`src/rtl/snake_input_pkg.sv`:
```
// Shared constants for the push-button front end of the snake game.
// Holds the button index map, the default timing derived from the
// 25.175 MHz VGA pixel clock, the phase/pause state type and a helper
// for sizing counters.
package snake_input_pkg;

  localparam int unsigned BTN_UP     = 0;
  localparam int unsigned BTN_DOWN   = 1;
  localparam int unsigned BTN_LEFT   = 2;
  localparam int unsigned BTN_RIGHT  = 3;
  localparam int unsigned BTN_CENTER = 4;
  localparam int unsigned NUM_BUTTONS = 5;

  localparam int unsigned PIXEL_CLK_HZ = 25_175_000;
  // 10 ms of stable input before a change is accepted
  localparam int unsigned DEBOUNCE_CYCLES_DEF = PIXEL_CLK_HZ / 100;
  // roughly a quarter second per phase half-period
  localparam int unsigned PHASE_PERIOD_DEF = 6_293_504;

  typedef enum logic {
    PH_RUN    = 1'b0,
    PH_PAUSED = 1'b1
  } phase_state_e;

  // Counter width able to hold 0..n-1, never narrower than one bit.
  function automatic int unsigned cnt_width(input int unsigned n);
    return (n > 1) ? $clog2(n) : 1;
  endfunction

endpackage

```
`src/rtl/button_input_conditioner_if.sv`:
```
// Button bundle between the board pins / game core and the conditioner.
//   i_btn         raw asynchronous button levels, 1 = pressed
//   o_btn_level   debounced levels
//   o_btn_press   1-cycle pulse on debounced rise
//   o_btn_release 1-cycle pulse on debounced fall
//   o_phase       game phase, toggles every phase period unless paused
//   o_tick        1-cycle pulse when o_phase toggles
//   o_pause       pause state, toggled by center presses
// master: the side that drives the buttons and consumes the outputs.
// slave:  the conditioner itself.
interface button_input_conditioner_if #(
  parameter int unsigned N_BTN = snake_input_pkg::NUM_BUTTONS
);
  logic [N_BTN-1:0] i_btn;
  logic [N_BTN-1:0] o_btn_level;
  logic [N_BTN-1:0] o_btn_press;
  logic [N_BTN-1:0] o_btn_release;
  logic             o_phase;
  logic             o_tick;
  logic             o_pause;

  modport master (
    output i_btn,
    input  o_btn_level, o_btn_press, o_btn_release, o_phase, o_tick, o_pause
  );

  modport slave (
    input  i_btn,
    output o_btn_level, o_btn_press, o_btn_release, o_phase, o_tick, o_pause
  );
endinterface

```
`src/rtl/button_debounce_bit.sv`:
```
// Single-button conditioner: synchroniser chain, debounce counter,
// accepted (stable) level and registered press/release pulses.
//   clk       pixel clock
//   rst       synchronous reset, active-high
//   i_raw     raw asynchronous button level
//   o_level   debounced level
//   o_press   high for the first cycle o_level shows 1
//   o_release high for the first cycle o_level shows 0
module button_debounce_bit
  import snake_input_pkg::*;
#(
  parameter int unsigned SYNC_STAGES     = 2,
  parameter int unsigned DEBOUNCE_CYCLES = DEBOUNCE_CYCLES_DEF
) (
  input  logic clk,
  input  logic rst,
  input  logic i_raw,
  output logic o_level,
  output logic o_press,
  output logic o_release
);

  localparam int unsigned CNT_W = cnt_width(DEBOUNCE_CYCLES);
  localparam logic [CNT_W-1:0] CNT_MAX = CNT_W'(DEBOUNCE_CYCLES - 1);

  logic [SYNC_STAGES-1:0] r_sync;
  logic [CNT_W-1:0]       r_cnt;
  logic                   r_stable;
  logic                   r_press;
  logic                   r_release;
  logic                   w_synced;
  logic                   w_accept;

  assign w_synced = r_sync[SYNC_STAGES-1];
  // The counter only advances while synced differs from stable, so reaching
  // CNT_MAX means DEBOUNCE_CYCLES consecutive differing samples.
  assign w_accept = (w_synced != r_stable) && (r_cnt == CNT_MAX);

  always_ff @(posedge clk) begin
    if (rst) begin
      r_sync    <= '0;
      r_cnt     <= '0;
      r_stable  <= 1'b0;
      r_press   <= 1'b0;
      r_release <= 1'b0;
    end else begin
      r_sync    <= {r_sync[SYNC_STAGES-2:0], i_raw};
      // Pulses are registered alongside r_stable so they line up with the
      // first cycle of the new level.
      r_press   <= w_accept &  w_synced;
      r_release <= w_accept & ~w_synced;
      if (w_synced == r_stable) begin
        r_cnt <= '0;
      end else if (r_cnt == CNT_MAX) begin
        r_stable <= w_synced;
        r_cnt    <= '0;
      end else begin
        r_cnt <= r_cnt + 1'b1;
      end
    end
  end

  assign o_level   = r_stable;
  assign o_press   = r_press;
  assign o_release = r_release;

endmodule

```
`src/rtl/button_input_conditioner.sv`:
```
// Front end between the board push-buttons and the snake game core.
// Debounces all buttons, produces press/release pulses, and generates the
// game phase/tick with a pause toggled by the center button.
//   clk  VGA pixel clock (only clock)
//   rst  synchronous reset, active-high
//   bus  button bundle (slave side): i_btn in; o_btn_level, o_btn_press,
//        o_btn_release, o_phase, o_tick, o_pause out
//
// Pause state machine:
//   state     | meaning
//   PH_RUN    | phase toggles and tick fires on every counter wrap
//   PH_PAUSED | counter keeps running, wraps produce no toggle or tick
module button_input_conditioner
  import snake_input_pkg::*;
#(
  parameter int unsigned SYNC_STAGES     = 2,
  parameter int unsigned DEBOUNCE_CYCLES = DEBOUNCE_CYCLES_DEF,
  parameter int unsigned PHASE_PERIOD    = PHASE_PERIOD_DEF
) (
  input  logic                          clk,
  input  logic                          rst,
  button_input_conditioner_if.slave     bus
);

  localparam int unsigned PH_W = cnt_width(PHASE_PERIOD);
  localparam logic [PH_W-1:0] PH_MAX = PH_W'(PHASE_PERIOD - 1);

  logic [NUM_BUTTONS-1:0] w_level;
  logic [NUM_BUTTONS-1:0] w_press;
  logic [NUM_BUTTONS-1:0] w_release;

  for (genvar g = 0; g < NUM_BUTTONS; g++) begin : g_btn
    button_debounce_bit #(
      .SYNC_STAGES     (SYNC_STAGES),
      .DEBOUNCE_CYCLES (DEBOUNCE_CYCLES)
    ) u_bit (
      .clk       (clk),
      .rst       (rst),
      .i_raw     (bus.i_btn[g]),
      .o_level   (w_level[g]),
      .o_press   (w_press[g]),
      .o_release (w_release[g])
    );
  end

  phase_state_e     r_state;
  phase_state_e     w_state_nxt;
  logic [PH_W-1:0]  r_ph_cnt;
  logic             r_phase;
  logic             r_tick;
  logic             w_wrap;
  logic             w_toggle;

  assign w_wrap = (r_ph_cnt == PH_MAX);

  always_comb begin
    w_state_nxt = r_state;
    w_toggle    = 1'b0;
    case (r_state)
      PH_RUN: begin
        w_toggle = w_wrap;
        if (w_press[BTN_CENTER]) w_state_nxt = PH_PAUSED;
      end
      PH_PAUSED: begin
        if (w_press[BTN_CENTER]) w_state_nxt = PH_RUN;
      end
      default: w_state_nxt = PH_RUN;
    endcase
  end

  // The wrap decision uses the pre-edge pause state; a center press on the
  // same edge only affects the following wraps.
  always_ff @(posedge clk) begin
    if (rst) begin
      r_state  <= PH_RUN;
      r_ph_cnt <= '0;
      r_phase  <= 1'b0;
      r_tick   <= 1'b0;
    end else begin
      r_state  <= w_state_nxt;
      r_ph_cnt <= w_wrap ? '0 : r_ph_cnt + 1'b1;
      r_tick   <= w_toggle;
      if (w_toggle) r_phase <= ~r_phase;
    end
  end

  assign bus.o_btn_level   = w_level;
  assign bus.o_btn_press   = w_press;
  assign bus.o_btn_release = w_release;
  assign bus.o_phase       = r_phase;
  assign bus.o_tick        = r_tick;
  assign bus.o_pause       = (r_state == PH_PAUSED);

endmodule

```
`src/flat_wrapper.sv`:
```
// flat-port wrapper written by rule: the top's interface ports become plain ports
module button_input_conditioner_flat import snake_input_pkg::*;
#(
  parameter int unsigned SYNC_STAGES     = 2,
  parameter int unsigned DEBOUNCE_CYCLES = DEBOUNCE_CYCLES_DEF,
  parameter int unsigned PHASE_PERIOD    = PHASE_PERIOD_DEF
)
  (clk, rst, bus_i_btn, bus_o_btn_level, bus_o_btn_press, bus_o_btn_release, bus_o_phase, bus_o_tick, bus_o_pause);
  button_input_conditioner_if #(.N_BTN((NUM_BUTTONS))) bus_i ();
  input  logic clk;
  input  logic rst;
  input wire logic [$bits(bus_i.i_btn)-1:0] bus_i_btn;
  output wire logic [$bits(bus_i.o_btn_level)-1:0] bus_o_btn_level;
  output wire logic [$bits(bus_i.o_btn_press)-1:0] bus_o_btn_press;
  output wire logic [$bits(bus_i.o_btn_release)-1:0] bus_o_btn_release;
  output wire logic [$bits(bus_i.o_phase)-1:0] bus_o_phase;
  output wire logic [$bits(bus_i.o_tick)-1:0] bus_o_tick;
  output wire logic [$bits(bus_i.o_pause)-1:0] bus_o_pause;
  assign bus_i.i_btn = bus_i_btn;
  assign bus_o_btn_level = bus_i.o_btn_level;
  assign bus_o_btn_press = bus_i.o_btn_press;
  assign bus_o_btn_release = bus_i.o_btn_release;
  assign bus_o_phase = bus_i.o_phase;
  assign bus_o_tick = bus_i.o_tick;
  assign bus_o_pause = bus_i.o_pause;
  button_input_conditioner #(.SYNC_STAGES(SYNC_STAGES), .DEBOUNCE_CYCLES(DEBOUNCE_CYCLES), .PHASE_PERIOD(PHASE_PERIOD)) u_core (.clk(clk), .rst(rst), .bus(bus_i));
endmodule
```
`config.mk`:
```
export PLATFORM = sky130hd
export DESIGN_NAME = button_input_conditioner_flat
export DESIGN_NICKNAME = d
export VERILOG_FILES = /design/src/rtl/snake_input_pkg.sv /design/src/rtl/button_input_conditioner_if.sv /design/src/rtl/button_debounce_bit.sv /design/src/rtl/button_input_conditioner.sv /design/src/flat_wrapper.sv
export SDC_FILE = /design/constraint.sdc
export NUM_CORES = 1
export LEC_CHECK = 0
export CORE_MARGIN = 5
export CORE_UTILIZATION = 50
export CTS_BUF_LIST = sky130_fd_sc_hd__clkbuf_8
export DETAILED_ROUTE_END_ITERATION = 16
export GPL_TIMING_DRIVEN = 0
export PLACE_DENSITY = 0.81
export REMOVE_ABC_BUFFERS = 1
export SLEW_MARGIN = 10
export SYNTH_ARGS = -nofsm -noshare
export SYNTH_HDL_FRONTEND = slang
export SYNTH_HIERARCHICAL = 1
export SYNTH_SLANG_ARGS = --single-unit
```
`constraint.sdc`:
```
create_clock -name clk -period 1.9 [get_ports clk]
set_input_delay 0.475 -clock clk [delete_from_list [all_inputs] [get_ports clk]]
set_output_delay 0.475 -clock clk [all_outputs]
set_load 0.005 [all_outputs]
```
* Yosys cells after proc, flatten, opt, wreduce, memory -nomap -nowiden *
Index checks and enable logic that the tools add are counted.

operators by class
  order comparisons = 0
  bitwise gates (word level) = 22
  shift-type cells = 0
  $add $sub $neg = 6
  reduce and logical (&&, ||, !) cells = 16
  equal/unequal tests = 16
  $mul = 0
  mux-type cells = 4
  divide/modulo/power cells = 0

operators with widths
  operator                                                          number
  18-bit by 1-bit adder with 18-bit output (second input constant)  5
  18-bit equality test (second input constant)                      5
  23-bit by 1-bit adder with 23-bit output (second input constant)  1
  23-bit equality test (second input constant)                      1
  3-bit OR reduction                                                5
  1-bit inverter                                                    12
  1-bit bitwise AND                                                 10
  2-bit AND reduction                                               5
  1-bit equality test                                               5
  1-bit logical AND                                                 5
  1-bit inequality test                                             5
  1-bit 2-to-1 mux                                                  3
  1-bit one-hot mux with 2 select lines                             1
  2-bit OR reduction                                                1

word-level totals
  memories kept = 0
  logic and storage cells = 93
  latch bits = 0
  memory bits (read-only) = 0
  register bits = 141
  output and inout bits = 18
  input bits = 7
  RAM bits = 0

* Longest topological paths before layout *
  depth after elaboration = 3
  depth in mapped cells = 7
  mapped depth without buffers = 6

* Cells and area by module *
The synthesis kept the hierarchy.

by module, submodules not included
  module                                           cells each  area each (sq um)  sequential area each (sq um)  instances
  button_debounce_bit (u_core.g_btn[0].u_bit ...)  113         1023.5             460.4                         4
  button_input_conditioner                         134         1156.1             520.5                         1
  button_debounce_bit (u_core.g_btn[3].u_bit)      108         1016.0             460.4                         1

* Worst setup path after synthesis *
OpenSTA, ideal clock, no wires.

  path kind = register to register
  start = register u_core.r_ph_cnt[0]
  end = register u_core.r_ph_cnt[22]
  setup time = 66 ps
  stages on the path, launching flop included = 7
  slack = -76 ps
  data required time = 1834 ps
  arrival = 1910 ps
  buffers on the path = 1
  period minus slack after synthesis = 1976 ps
  cell sequence = dfxtp_1 > ha_1 > nand2_1 > or4_1 > buf_2 > or4_4 > a21oi_2

between the ends
  word-level cells in the longest chain between the ends = 2
  elaborated cells on any way between the ends = 3
  classes of those cells = add/sub (1); eq/ne (1); reduce/logical (1)

RTL lines
  what                                                                                              line                            source
  start: declaration                                                                                button_input_conditioner.sv:48  logic [PH_W-1:0] r_ph_cnt;
  start signal: assignment                                                                          button_input_conditioner.sv:81  r_ph_cnt <= w_wrap ? '0 : r_ph_cnt + 1'b1;
  parallel branches: the longest is 2 deep, another holds 23-bit by 1-bit adder with 23-bit output  --

Several ways; the timed one is not identified.
A chain may end at the register's enable or synchronous reset.

* Worst setup path in the final report *
Same ends and word-level chain as after synthesis.

==> impl_metrics.tcl <==
set metrics [dict create \
    syn_inst 694 \
    grtUsageTotal_pct 17.75 \
    power.switching_uw 1245 \
    crit_type "reg2reg" \
    crit_fanout 6 \
    cts.hold.buffers_added 0 \
    ys_seq_elements 141 \
    path_clk_slew_ns 0.08 \
    maxSlewHeadroom_pct 29.32 \
    grt_start_max_net_pins 28 \
    wl_per_cell_um 13.52 \
    fin_area_um2 7330 \
    total_power_uw 6094 \
    drive_gt1_share_pct 12.48 \
    grt_pass1_wl_mm 21.81 \
    yosysUniqueCellTypes 47 \
    finClkSkew_ns 0.01241 \
    cts_tree "yes" \
    cts_buffers 17 \
    dp_hpwl_mm 8.209 \
    maxCapViolCount 0 \
    viasPerCell 5.531 \
    fp.dieW_um 121.9 \
    antenna_found_initial 0 \
    utilization_pct 60.27 \
    rsz0062_at_grt "true" \
    worst_pin_slew_ns 1.060 \
    clk_latency_ns 0.46 \
    core_area_um2 12160 \
    critPathLaunchType "register" \
    status "completed" \
    synth_edf_count 0 \
    grt-ovfl-total 0 \
    nets 750 \
    final_max_slew_viol_count 0 \
    area_growth_pct 16.97 \
    setup_viol 0 \
    peakVddDrop_v 0.0003936 \
    dr_total_vias 5050 \
    ant_nets 0 \
    finalHoldViolCount 0 \
    endpoint_kind "register" \
    drt-total-wl_mm 12.35 \
    dieArea_um2 14870 \
    firstDrtPassIters 7 \
    cts_max_path_buffers 2 \
    synth.avg_cell_area_um2 9.029 \
    yosysWarnings 6 \
    clockPowerShare_pct 49.2 \
    dpl-instance-area_um2 6603 \
    multi_input_area_um2 3356 \
    diodes 0 \
    cts_root_buffer "clkbuf_8" \
    ff_latch_area_um2 2839 \
    drc_errors 0 \
    cts_sinks 141 \
    port-buffer-count 24 \
    synthFlopType "dfxtp_1" \
    synth_area_um2 6266 \
    fin_crit_sh_pct 97.29 \
    initial_utilization_pct 51.52 \
    pwr-share-seq_pct 49.1 \
    intPower_uw 4849 \
    total_leakage_power_uw 0.002260 \
    async_flop_share_pct 0 \
    arrival_ns 2.25 \
    power.density_cell_area_nw_per_um2 831.5 \
    first_global_vias 4980 \
    layout_min_cycle_time_ns 1.848 \
    die_y_um 121.9 \
    htree_levels 4 \
    drtIter0Drc 467 \
    synth-seq-area-share_pct 45.05 \
    fillers 977 \
    num_rows 40 \
    worst_ep_required_time_ns 2.30 \
    combPwrFrac_pct 1.8 \
    ios 25 \
    max_freq_mhz 541.0 \
    switching_share_pct 20.44 \
    routabilityCongestion 0.8533 \
    hp-class "reg2reg" \
]
area by class of cell:
class                           count  area share, %
Sequential cell                   141          38.73
Inverter                           18         0.9218
Multi-Input combinational cell    520          45.78
Clock inverter                     15          3.653
Tap cell                          168          2.868
Timing Repair Buffer               34          4.848
Clock buffer                       17          3.192
state kept, by name (all words and copies together), names as in the netlist:
name / flops
u_core/bus.o_tick: 1
u_core/g_btn.u_bit/o_release: 5
u_core/bus.o_phase: 1
u_core/bus.o_pause: 1
u_core/g_btn.u_bit/o_level: 5
u_core/g_btn.u_bit/o_press: 5
u_core/g_btn.u_bit/r_cnt: 90
u_core/g_btn.u_bit/r_sync: 10
u_core/r_ph_cnt: 23
through the flow:
stage                     TNS (ns)  setup slack (ns)  hold slack (ns)  cells
final                            0           0.05152           0.4427    913
after global placement      -71.29           -0.9284           0.4203    870
after CTS                        0          0.003262           0.4462    910
after detailed placement    -66.76           -0.6246           0.4331    870
after global routing      -0.01008          -0.01008           0.4622    913
after floorplan             -10.28           -0.4804           0.4138    678
worst paths after layout:
check / from / end / slack (ns) / depth (start not counted)
setup / recovery: u_core/r_ph_cnt[0] / u_core/r_ph_cnt[22] / 0.05 / 5
hold / removal: u_core/g_btn[1].u_bit/r_sync[0] / u_core/g_btn[1].u_bit/r_sync[1] / 0.44 / 1
setup reg to reg: u_core/r_ph_cnt[0] / u_core/r_ph_cnt[22] / 0.05 / 5
hold reg to reg: u_core/g_btn[1].u_bit/r_sync[0] / u_core/g_btn[1].u_bit/r_sync[1] / 0.44 / 1
cell families (layout without fill, tap and decap cells):
family                     Yosys count  after routing  share of synthesized area, %
xor gates and xnor gates            92             92                         12.86
and+or+nand+nor                    369            369                         31.17
DFF                                141            141                         45.05
muxes                                1              1                        0.1598
adders and majority gates           11             11                         2.196
AOI/OAI and AO/OA                   46             47                         5.611
buffers and inverters               34             84                         2.955
power groups by stage:
stage / Sequential [µW] / Combinational [µW] / Clock (µW)
after floorplan: 3050 / 44.7 / 0
after global placement: 3060 / 75.1 / 0
after detailed placement: 3060 / 78.5 / 0
after CTS: 2990 / 98.5 / 3030
after global routing: 2990 / 118 / 3180
final: 2990 / 107 / 3000
synthesized netlist by cell type, types with 6 or more instances:
cell type,count,area (µm²)
a21oi_1,15,75.07
and3_1,10,62.56
and4_1,6,52.55
dfxtp_1,141,2823
ha_1,11,137.6
inv_1,18,67.56
nand2_1,26,97.59
nand3_1,57,285.3
nand4_1,30,187.7
nor2_1,127,476.7
nor2b_1,10,62.56
nor3_1,18,90.09
nor4_1,35,219.0
o21ai_0,15,75.07
or3_1,9,56.30
xnor2_1,67,586.8
xor2_1,25,219.0
routing by layer:
layer	vias up	track usage, %	part of all wire, %
li1	2522	-	-
met1	2407	20.31	44
met2	95	31.35	51
met3	26	4.875	3.7
met4	0	7.003	1.7
met5	-	0	0
critical path: stages (launching register included):
cell     delay, ns
dfxtp_4       0.38
ha_4          0.15
nand2_4       0.07
or4_4         0.52
or4_4         0.53
a21oi_2       0.13
placed cells by master, fill, tap and decap left out, types with 23 or more instances in the layout:
cell             instances
dfxtp_1                132
clkdlybuf4s50_1         23
nand2_1                 25
nand3_1                 57
nand4_1                 30
xor2_1                  25
nor2_1                 127
nor4_1                  34
xnor2_1                 67
timing repair:
action                                 CTS  global route
endpoints found under the hold margin    0             0
pin swaps                                5             6
setup endpoints to repair              114            65
gates cloned                             1             0
setup buffers                            7             3
resized for setup                       14            14
Power figures use the tool's default switching activity.
